### src/rtl/st506_seek_controller.sv
// ST-506 head positioning sequencer: accepts seek/recalibrate commands, issues one
// step at a time to the step generator, tracks the cylinder and waits for seek complete.
module st506_seek_controller #(
    parameter int CYL_W       = 11,
    parameter int MAX_CYL     = 1023,
    parameter int RECAL_LIMIT = 1100,
    parameter int TMO_W       = 24
) (
    input  logic             clk,
    input  logic             reset_n,
    // Command handshake: a command is taken on any cycle with cmd_valid && cmd_ready.
    input  logic             cmd_valid,
    output logic             cmd_ready,
    input  logic             cmd_recal,
    input  logic [CYL_W-1:0] cmd_cylinder,
    input  logic [TMO_W-1:0] settle_timeout,
    output logic             step_request,
    output logic             step_direction,
    input  logic             step_done,
    input  logic             seek_complete,
    input  logic             at_track00,
    input  logic             drive_ready,
    output logic [CYL_W-1:0] current_cyl,
    output logic             pos_valid,
    output logic             busy,
    output logic             done,
    output logic             error,
    output logic [2:0]       err_code,
    output logic [2:0]       dbg_state
);

    typedef enum logic [2:0] {
        IDLE      = 3'd0,
        CHECK     = 3'd1,
        STEP_REQ  = 3'd2,
        STEP_WAIT = 3'd3,
        SETTLE    = 3'd4
    } state_t;

    localparam int SC_W = $clog2(RECAL_LIMIT + 1);
    localparam logic [CYL_W-1:0] MAX_CYL_C     = CYL_W'(MAX_CYL);
    localparam logic [SC_W-1:0]  RECAL_LIMIT_C = SC_W'(RECAL_LIMIT);

    localparam logic [2:0] ERR_NOT_READY  = 3'd1;
    localparam logic [2:0] ERR_RECAL_FAIL = 3'd2;
    localparam logic [2:0] ERR_TIMEOUT    = 3'd3;
    localparam logic [2:0] ERR_RANGE      = 3'd4;
    localparam logic [2:0] ERR_NOT_CAL    = 3'd5;

    state_t           state_q, state_d;
    logic             recal_q, recal_d;
    logic [CYL_W-1:0] target_q, target_d;
    logic [TMO_W-1:0] tmo_q, tmo_d;
    logic [TMO_W-1:0] timer_q, timer_d;
    logic [SC_W-1:0]  step_cnt_q, step_cnt_d;
    logic             dir_q, dir_d;
    logic [CYL_W-1:0] cyl_q, cyl_d;
    logic             pos_valid_q, pos_valid_d;
    logic             done_q, done_d;
    logic             error_q, error_d;
    logic [2:0]       err_code_q, err_code_d;
    logic             fail;
    logic [2:0]       fail_code;

    always_ff @(posedge clk or negedge reset_n) begin
        if (!reset_n) begin
            state_q     <= IDLE;
            recal_q     <= 1'b0;
            target_q    <= '0;
            tmo_q       <= '0;
            timer_q     <= '0;
            step_cnt_q  <= '0;
            dir_q       <= 1'b0;
            cyl_q       <= '0;
            pos_valid_q <= 1'b0;
            done_q      <= 1'b0;
            error_q     <= 1'b0;
            err_code_q  <= 3'd0;
        end else begin
            state_q     <= state_d;
            recal_q     <= recal_d;
            target_q    <= target_d;
            tmo_q       <= tmo_d;
            timer_q     <= timer_d;
            step_cnt_q  <= step_cnt_d;
            dir_q       <= dir_d;
            cyl_q       <= cyl_d;
            pos_valid_q <= pos_valid_d;
            done_q      <= done_d;
            error_q     <= error_d;
            err_code_q  <= err_code_d;
        end
    end

    always_comb begin
        state_d     = state_q;
        recal_d     = recal_q;
        target_d    = target_q;
        tmo_d       = tmo_q;
        timer_d     = timer_q;
        step_cnt_d  = step_cnt_q;
        dir_d       = dir_q;
        cyl_d       = cyl_q;
        pos_valid_d = pos_valid_q;
        done_d      = 1'b0;
        error_d     = 1'b0;
        err_code_d  = err_code_q;
        fail        = 1'b0;
        fail_code   = 3'd0;

        case (state_q)
            IDLE: begin
                if (cmd_valid) begin
                    recal_d    = cmd_recal;
                    target_d   = cmd_cylinder;
                    tmo_d      = settle_timeout;
                    err_code_d = 3'd0;
                    step_cnt_d = '0;
                    state_d    = CHECK;
                end
            end
            CHECK: begin
                if (!drive_ready) begin
                    fail      = 1'b1;
                    fail_code = ERR_NOT_READY;
                end else if (recal_q) begin
                    if (at_track00) begin
                        cyl_d       = '0;
                        pos_valid_d = 1'b1;
                        timer_d     = tmo_q;
                        state_d     = SETTLE;
                    end else if (step_cnt_q == RECAL_LIMIT_C) begin
                        fail      = 1'b1;
                        fail_code = ERR_RECAL_FAIL;
                    end else begin
                        dir_d   = 1'b0;
                        state_d = STEP_REQ;
                    end
                end else if (!pos_valid_q) begin
                    fail      = 1'b1;
                    fail_code = ERR_NOT_CAL;
                end else if (target_q > MAX_CYL_C) begin
                    fail      = 1'b1;
                    fail_code = ERR_RANGE;
                end else if (target_q == cyl_q) begin
                    timer_d = tmo_q;
                    state_d = SETTLE;
                end else begin
                    dir_d   = (target_q > cyl_q);
                    state_d = STEP_REQ;
                end
            end
            STEP_REQ: begin
                step_cnt_d = step_cnt_q + SC_W'(1);
                state_d    = STEP_WAIT;
            end
            STEP_WAIT: begin
                // Recalibrate steps do not move the tracked position; track00 defines it.
                if (step_done) begin
                    if (!recal_q) begin
                        cyl_d = dir_q ? cyl_q + CYL_W'(1) : cyl_q - CYL_W'(1);
                    end
                    state_d = CHECK;
                end
            end
            SETTLE: begin
                if (seek_complete) begin
                    done_d  = 1'b1;
                    state_d = IDLE;
                end else if (!drive_ready) begin
                    fail      = 1'b1;
                    fail_code = ERR_NOT_READY;
                end else if (timer_q == '0) begin
                    fail      = 1'b1;
                    fail_code = ERR_TIMEOUT;
                end else begin
                    timer_d = timer_q - TMO_W'(1);
                end
            end
            default: state_d = IDLE;
        endcase

        if (fail) begin
            error_d    = 1'b1;
            err_code_d = fail_code;
            state_d    = IDLE;
            if (fail_code == ERR_NOT_READY || fail_code == ERR_RECAL_FAIL ||
                fail_code == ERR_TIMEOUT) begin
                pos_valid_d = 1'b0;
            end
        end
    end

    assign cmd_ready      = (state_q == IDLE);
    assign busy           = (state_q != IDLE);
    assign step_request   = (state_q == STEP_REQ);
    assign step_direction = dir_q;
    assign current_cyl    = cyl_q;
    assign pos_valid      = pos_valid_q;
    assign done           = done_q;
    assign error          = error_q;
    assign err_code       = err_code_q;
    assign dbg_state      = state_q;

endmodule

### config.mk
export PLATFORM = sky130hd
export DESIGN_NAME = st506_seek_controller
export DESIGN_NICKNAME = d
export VERILOG_FILES = /design/src/rtl/st506_seek_controller.sv
export SDC_FILE = /design/constraint.sdc
export NUM_CORES = 1
export LEC_CHECK = 0
export CORE_MARGIN = 3
export CORE_UTILIZATION = 64
export DETAILED_ROUTE_END_ITERATION = 12
export DONT_BUFFER_PORTS = 1
export GPL_TIMING_DRIVEN = 1
export PLACE_DENSITY_LB_ADDON = 0.1
export SLEW_MARGIN = 30
export SYNTH_ARGS = -nofsm -noshare
export SYNTH_HDL_FRONTEND = slang
export SYNTH_SLANG_ARGS = --single-unit
### constraint.sdc
create_clock -name clk -period 3.2 [get_ports clk]
set_input_delay 0.64 -clock clk [delete_from_list [all_inputs] [get_ports clk]]
set_output_delay 0.64 -clock clk [all_outputs]
set_load 0.01 [all_outputs]
== Word-level counts from Yosys, hierarchy flattened ==
Cells that the tools add are included.
W data, S select, Z words.

* Add/subtract/negate cells: 4
* $lt $le $gt $ge: 2
* Eq/ne operators: 33
* Multiplexer cells: 69
* Reduce and logical (&&, ||, !) cells: 18

{| class="wikitable"
|+ Operators with widths
! operator !! count
|-
| $mux W24 || 9
|-
| $mux W11 || 7
|-
| $mux W3 || 18
|-
| $pmux W24 S2 || 1
|-
| $pmux W11 S2 || 2
|-
| $ne A2 B2 Y1 const B || 13
|-
| $logic_not A24 Y1 || 1
|-
| $mux W1 || 24
|-
| $sub A24 B1 Y24 const B || 1
|-
| $add A11 B1 Y11 const B || 2
|-
| $ne A3 B3 Y1 const B || 7
|-
| $pmux W3 S5 || 1
|-
| $reduce_and A7 Y1 || 2
|-
| $eq A3 B2 Y1 const B || 4
|-
| $reduce_bool A2 Y1 || 6
|-
| $eq A11 B11 Y1 || 1
|-
| $eq A11 B11 Y1 const B || 1
|-
| $gt A11 B10 Y1 const B || 1
|-
| $gt A11 B11 Y1 || 1
|-
| $sub A11 B1 Y11 const B || 1
|-
| $mux W2 || 5
|-
| $reduce_and A9 Y1 || 1
|-
| $ne A4 B4 Y1 const B || 2
|-
| $eq A3 B1 Y1 const B || 2
|-
| other kinds (10) || 13
|}

* Flip-flop bits (word level): 92
* Input port bits: 43
* Output and inout port bits: 24

== Logic depth before layout (Yosys ltp) ==
Gate-level depths: netlist of run 1.

* Word-level depth: 11
* Gate-level depth with buffers: 10

== Least setup slack after synthesis of run 1 ==
OpenSTA, ideal clock, no wires.

* Path kind: flip-flop to flip-flop
* From: reg cyl_q[6] (netlist: current_cyl[6])
* To: reg timer_q[2]
* Data arrival time: 2300 ps
* Setup slack: 775 ps
* Cell stages (with the launch flop): 10
* Path buffers: 1
* Cell sequence: dfrtp_1 inv_1 ha_1 nand3_1 or4_1 o211a_1 nand4bb_1 clkbuf_1 o21ai_0 o21ai_1

* Word-level cells in the longest chain between the ends: 3

{| class="wikitable"
|+ Ends and longest elaborated chain
! element !! RTL line !! text
|-
| from (decl) || 57 || <nowiki>logic [CYL_W-1:0] cyl_q, cyl_d;</nowiki>
|-
| from (signal assigned) || 87 || <nowiki>cyl_q <= cyl_d;</nowiki>
|-
| $eq A11 B11 Y1 || 145 || <nowiki>end else if (target_q == cyl_q) begin</nowiki>
|-
| $ne A3 B3 Y1 (no line) || - ||
|-
| $reduce_and A9 Y1 (no line) || - ||
|-
| to (signal assigned) || 84 || <nowiki>timer_q <= timer_d;</nowiki>
|-
| to (decl) || 54 || <nowiki>logic [TMO_W-1:0] timer_q, timer_d;</nowiki>
|}

No other way between the ends.
A chain may end at the register's enable or synchronous reset.

== Worst setup path after layout of run 1 ==
* From: reg cyl_q[6] (netlist: current_cyl[6])
* To: reg timer_q[19]

Same word-level chain as after synthesis.

==> run summary, run 1 <==
Summed over all nets, wire length on met3 after detailed routing comes to 849 µm. The total count of max-transition violations in the final report was 0. The initial antenna violation count was 0; the worst voltage drop across the vdd grid was 0.787 mV. The path class of the tightest hold or removal check is input pin to asynchronous set/reset pin. In this run the tightest slew margin relative to its limit is 42.9%. The initial DRC count was 200; the total setup violations reported at the end of the flow was 0. Power spread over the standard cell area amounts to 976 nW/µm². In the layout the commonest cells are nand2_1, dfrtp_1, o21ai_0. Startpoint of the most critical register-to-register path: current_cyl[6]$_DFFE_PN0P_.

Total of max-cap violations: 0. In the final routing, the length of wire on met1 measures 5240 µm. The placeable core region came out at 7810 µm². The tools report the maximum buffer depth of the clock tree as 2.

The critical path launch point type was a flop. The average footprint of a synthesized cell was 8.49 µm²; the pin count of the biggest net entering global routing was 93. The tools report the global-route wire length before repair as 19,900 µm. For this configuration, the core starts out at a cell density of 66.8%. The run gives 3.52 ns as the required time of the critical path. In the routed layout, each cell is associated on average with a via count of 6.23. Setup repair after global routing left no endpoint under its margin. The synthesized netlist cell count was 615.

Counting I/O delays and the setup requirement, the final critical path takes 2.88 ns. The first detailed-routing pass ran for 5 iterations. The logs give 4,225 for the via count of the first global-routing pass and 675 for the post-layout net count. Dividing the detail-routed wire length by the instance count gives 17.3 µm. In this run the top signal layer used is met4. The die is 96.3 µm tall. The number of top-level design ports came out at 67.

In this run the number of H-tree levels came out at 3. In the finished design, the share of the clock period the worst path needs comes to 89.9%. The floorplan has 32 rows.

Clock-pin slew was measured on the worst setup and hold paths at 0.10 ns. For the worst setup path, the data arrival time is 3.19 ns. Sort of element at the end of the critical path: a flop.

The tools report the utilization after layout as 70.5%. For the worst-skew pair, the clock arrives at the later sink with an insertion delay of 0.37 ns. The run gives 0 as the number of hold violations in the final report. Buffers inserted during clock tree synthesis total 9. The detailed-routed wire length on met2 was 6020 µm. The synthesized design contains 0 enable-type register cells.

The startpoint-to-endpoint class of the critical path is flop to flop. The flip-flop and latch count after synthesis works out to 92. The most critical setup path has its startpoint at current_cyl[6]$_DFFE_PN0P_.

The area growth from synthesis to final layout came out at 5.51%. The most common cell after layout, fill and taps aside was nand2_1. The repair_antennas step left the layout with diodes totalling 0. For this design the static power due to leakage is 0.00250 µW. Yosys mapped the design onto 70 distinct sky130hd cell types. The logs give 0 for the number of warnings reported in the yosys synthesis log and 0 for the remaining antenna violation count. In this run the worst path has a maximum fanout of 17.

Input and output buffers added on the ports amount to 0. The cell area that synthesis handed to floorplanning was 5220 µm². The flow ran to the end, and the final reports show no timing, DRC or antenna violations. Synthesis produced a netlist with a net count of 683. Timing would allow up to 348 MHz.

After detailed routing, the number of remaining DRC violations is 0. Number of sinks handled by clock tree synthesis: 92. The share of the Yosys chip area taken by registers is 44.1%. The die is 96.3 µm wide. At the pin with the least slew margin, the transition time is 0.853 ns. Total die area: 9270 µm². After routing, the total negative slack on setup checks comes to 0 ns.

Summed over all nets, the half-perimeter wirelength after detailed placement is 8680 µm. Prevailing post-synth register cell: dfrtp_1. The routed layout has 4,448 vias.

TritonCTS built the clock tree. Clock tree synthesis selected as its root buffer the cell clkbuf_8. For this run, the total global-route usage over all layers was measured as 27.9%. For this run the aggregate overflow at the end of global routing stands at 0.

After detailed routing, the total wire length is 12,400 µm. Clock skew on the completed layout was measured at 0.0121 ns. The fraction of registers with async set or reset after synthesis came out at 100%.

In the final layout, the share of cells above drive strength 1 is 7.19%. The routability congestion estimate from global placement came out at 0.876.
[cell type report]
type,count,area [µm²]
repair buffers,10,108
fillers,600,2300
well taps,102,128
inverters,29,111
clock inverters,6,46.3
clock buffers,10,138
flip-flops and latches,92,2300
multi-input cells,465,2670
[flip-flops by register name (all words and copies together) (netlist names), 3 cells and up]
signal       cells
tmo_q           24
dbg_state        3
step_cnt_q      11
target_q        11
current_cyl     11
timer_q         24
err_code         3
[cell families (layout without fill, tap and decap cells)]
| logic type | after synthesis | count (layout) | share of synthesized area [%] |
|---|---|---|---|
| and+or+nand+nor | 281 | 281 | 26.4 |
| AOI/OAI and AO/OA | 150 | 150 | 17.0 |
| xor gates and xnor gates | 6 | 6 | 1.01 |
| muxes | 3 | 3 | 0.575 |
| adders and majority gates | 25 | 25 | 6.14 |
| DFF | 92 | 92 | 44.1 |
| buffers and inverters | 58 | 55 | 4.75 |
[worst paths after layout]
| kind | end | slack, ns | depth (start not counted) |
|---|---|---|---|
| min | tmo_q[23]$_DFFE_PN0P_ | 0.16 | 1 |
| min in group clk | tmo_q[19]$_DFFE_PN0P_ | 0.37 | 2 |
| max | timer_q[19]$_DFFE_PN0P_ | 0.32 | 9 |
| max reg2reg | timer_q[19]$_DFFE_PN0P_ | 0.32 | 9 |
| max in group asynchronous | target_q[2]$_DFFE_PN0P_ | 2.67 | 1 |
| min reg2reg | step_cnt_q[10]$_DFFE_PN0P_ | 0.48 | 1 |
[cell usage after synthesis (3+ instances only)]
library cell	count	area share, %
a31oi_1	10	1.2
a21o_1	3	0.43
nor3_1	15	1.4
a21oi_1	38	3.6
o211ai_1	7	1.0
dfrtp_1	92	44
a22oi_1	3	0.43
and3_1	6	0.72
nand3_1	16	1.5
or3_1	4	0.48
o21ai_0	49	4.7
and2_1	3	0.36
inv_1	28	2.0
xor2_1	3	0.50
nor4_1	11	1.3
mux2i_1	3	0.58
nand2b_1	6	0.72
nor2_1	28	2.0
nand2_1	152	11
o21ai_1	13	1.2
nand4_1	9	1.1
o22ai_1	3	0.36
buf_6	3	0.65
clkbuf_1	22	1.6
or4_1	4	0.58
ha_1	24	5.8
o31ai_1	4	0.58
xnor2_1	3	0.50
or4_4	3	0.65
[report_power, final]
| group | leakage, µW | internal [µW] | switching, µW | total, µW |
|---|---|---|---|---|
| sequential | 0.00116 | 1630 | 532 | 2160 |
| clock | 0.0000893 | 309 | 439 | 748 |
| combinational | 0.00125 | 966 | 1500 | 2460 |
[layer usage]
metal  vias up  track usage (%)
met5         -                0
met4         0             9.58
met3        23             6.25
met2       148             46.1
met1      2125             36.1
li1       2152                -
[worst max-delay path, cell delays in order, from the launching register on]
cell	delay (ns)
dfrtp_1	0.45
inv_1	0.07
ha_1	0.31
nand3_1	0.13
or4_1	0.56
o211a_1	0.25
and4bb_1	0.56
nand2_8	0.19
inv_4	0.15
a221o_1	0.14
[stage by stage]
step,power (µW),area [µm²],setup WS [ns],hold WS [ns],std cells
after detailed placement,4590,5300,0.378,0.347,697
final,5380,5510,0.322,0.161,714
after global routing,5860,5510,0.167,0.186,714
after global placement,4450,5300,0.405,0.347,697
after floorplan,3950,5220,0.775,0.344,615
after CTS,5360,5510,0.344,0.195,714
[what timing repair did]
action / CTS / global route
buffers inserted: 0 / 0
hold endpoints to repair: 92 / 0
hold buffers: 1 / 0
resized for setup: 0 / 0
(Power assumes the default switching activity.)
==> run 2: changes to the inputs <==
Settings changed: SKIP_CTS_REPAIR_TIMING set to 1.
==> run summary, run 2 (synthesis results as in run 1) <==
The flow ran to the end, and the final reports show no timing, DRC or antenna violations. The worst min-delay path category is input pin to asynchronous set/reset pin. In this run the remaining antenna-violating nets after routing total 0. After the last flow step, the layout net total stands at 675. Entering global routing, the biggest net connects 93 pins. The clock-pin slew reported for the worst setup and hold paths after clock tree synthesis is 0.10 ns, and the power per cell area is 977 nW/µm². After detailed routing, the number of vias per cell comes to 6.32. The minimum clock period after layout came out at 2.88 ns.

Leaving out fill and tap cells, the most frequent cells in the layout are nand2_1, dfrtp_1, o21ai_0. The worst-case IR drop observed on VDD is 0.783 mV. From left edge to right edge, the die measures 96.3 µm. The largest registers in the layout are timer_q (24), tmo_q (24). Row generation in the floorplan step produced 32 rows. After the first detailed-routing iteration, the DRC count stood at 204.

The tools report the via count of the first global-routing pass as 4,230. The total instance count after detailed placement came out at 697. The cell leakage power was 0.00250 µW; the number of optimization iterations in the first detailed-route pass was 4. The design draws 5380 µW.

The buffer cell driving the clock tree root is clkbuf_8. In this run the vertical extent of the chip is 96.3 µm. TritonCTS built the clock tree. STA classifies the critical path startpoint as a flop. The total routing usage reported by global routing is 27.9%, and the number of port buffers is 0.

Data on the critical path arrives at its endpoint at 3.20 ns. The logs give 19,900 µm for the global-route wire length before repair and 0 ns for the aggregate negative setup slack. The ratio of cells with drive above 1 in the final layout is 7.19%, and the via total after detailed routing is 4,510.

Setup violations remaining at the end of the flow were counted as 0. The placeable core region was 7810 µm². After detailed routing, the number of remaining DRC violations is 0. The total count of max-transition violations in the final report is 0.

Along the worst path, the maximum fanout reaches 17. Global routing finished with a remaining overflow of 0. The congestion estimate from routability-driven global placement came to 0.876.

The final clock period utilization by the worst path was 90.1%. Startpoint-to-endpoint class of the critical path: flop to flop. Once layout is complete, the cells apart from fillers number 714. Setup repair after global routing left no endpoint under its margin. The routed wirelength normalized by instance count works out to 17.3 µm. The tools report the sort of element at the end of the critical path as a flop.

The area growth from synthesis to final layout came out at 5.51%. The most common cell after layout, fill and taps aside is nand2_1. The initial antenna violation count is 0. The number of clock buffers inserted by TritonCTS was 9; the fmax was 347 MHz. 0 antenna diodes ended up in the layout. For the worst setup path, the data required time is 3.52 ns. In this run the tightest slew margin relative to its limit is 41.9%.

The tools report the starting utilization of the core area as 66.8%. At the pin with the least slew margin, the transition time is 0.868 ns. H-tree depth reported by CTS: 3. The half-perimeter wire length after placement came out at 8680 µm. In this run the count of I/O pins placed on the die edge is 67. For the worst-skew pair, the clock arrives at the later sink with an insertion delay of 0.37 ns. The tools report the total of max-cap violations as 0.

The number of sinks handled by clock tree synthesis was 92; the total die area was 9270 µm². Number of hold violations in the final report: 0. In this run the deepest clock path goes through 2 buffers.

The worst setup skew after layout was 0.0124 ns. For the total detailed-routing wirelength, the log shows 12,300 µm.
run 2: area by class of cell:
class / count / area (µm²)
Clock buffer: 10 / 138
Inverter: 29 / 111
Tap cell: 102 / 128
Clock inverter: 6 / 46.3
Sequential cell: 92 / 2300
Multi-Input combinational cell: 465 / 2670
Fill cell: 600 / 2300
Timing Repair Buffer: 10 / 108
run 2: metal layers:
| layer | wire length, µm | track usage (%) |
|---|---|---|
| met5 | 0 | 0 |
| met1 | 5100 | 36.1 |
| met2 | 6080 | 46.1 |
| met3 | 860 | 6.25 |
| met4 | 276 | 9.58 |
run 2: worst max-delay path: stages (launching register included):
cell and delay, ns:
dfrtp_1 0.47, inv_1 0.08, ha_1 0.30, nand3_1 0.12, or4_1 0.56, o211a_1 0.25, and4bb_1 0.56, nand2_8 0.19
inv_4 0.15, a221o_1 0.14
run 2: per-stage QoR:
stage	hold slack, ns	setup slack, ns	area, µm²	utilization, %
4_1_cts	-0.0552	0.344	5480	70.2
6_report	0.162	0.315	5510	70.5
3_3_place_gp	0.347	0.405	5300	67.8
2_1_floorplan	0.344	0.775	5220	-
5_1_grt	0.196	0.167	5510	70.5
3_5_place_dp	0.347	0.378	5300	67.8
run 2: worst paths after layout:
path / startpoint / to / slack (ns) / cells past startpoint
worst max-delay path: current_cyl[5]$_DFFE_PN0P_ / timer_q[19]$_DFFE_PN0P_ / 0.32 / 9
worst min-delay path: reset_n / tmo_q[8]$_DFFE_PN0P_ / 0.16 / 1
worst max register to register: current_cyl[5]$_DFFE_PN0P_ / timer_q[19]$_DFFE_PN0P_ / 0.32 / 9
worst min register to register: step_cnt_q[10]$_DFFE_PN0P_ / step_cnt_q[10]$_DFFE_PN0P_ / 0.48 / 1
max in group asynchronous: reset_n / target_q[2]$_DFFE_PN0P_ / 2.66 / 1
min in group clk: settle_timeout[19] / tmo_q[19]$_DFFE_PN0P_ / 0.37 / 2
run 2: power by group:
group          internal, µW  switching (µW)  total (µW)
sequential             1630             533        2160
combinational           967            1500        2470
clock                   309             440         749
total                  2910            2470        5380
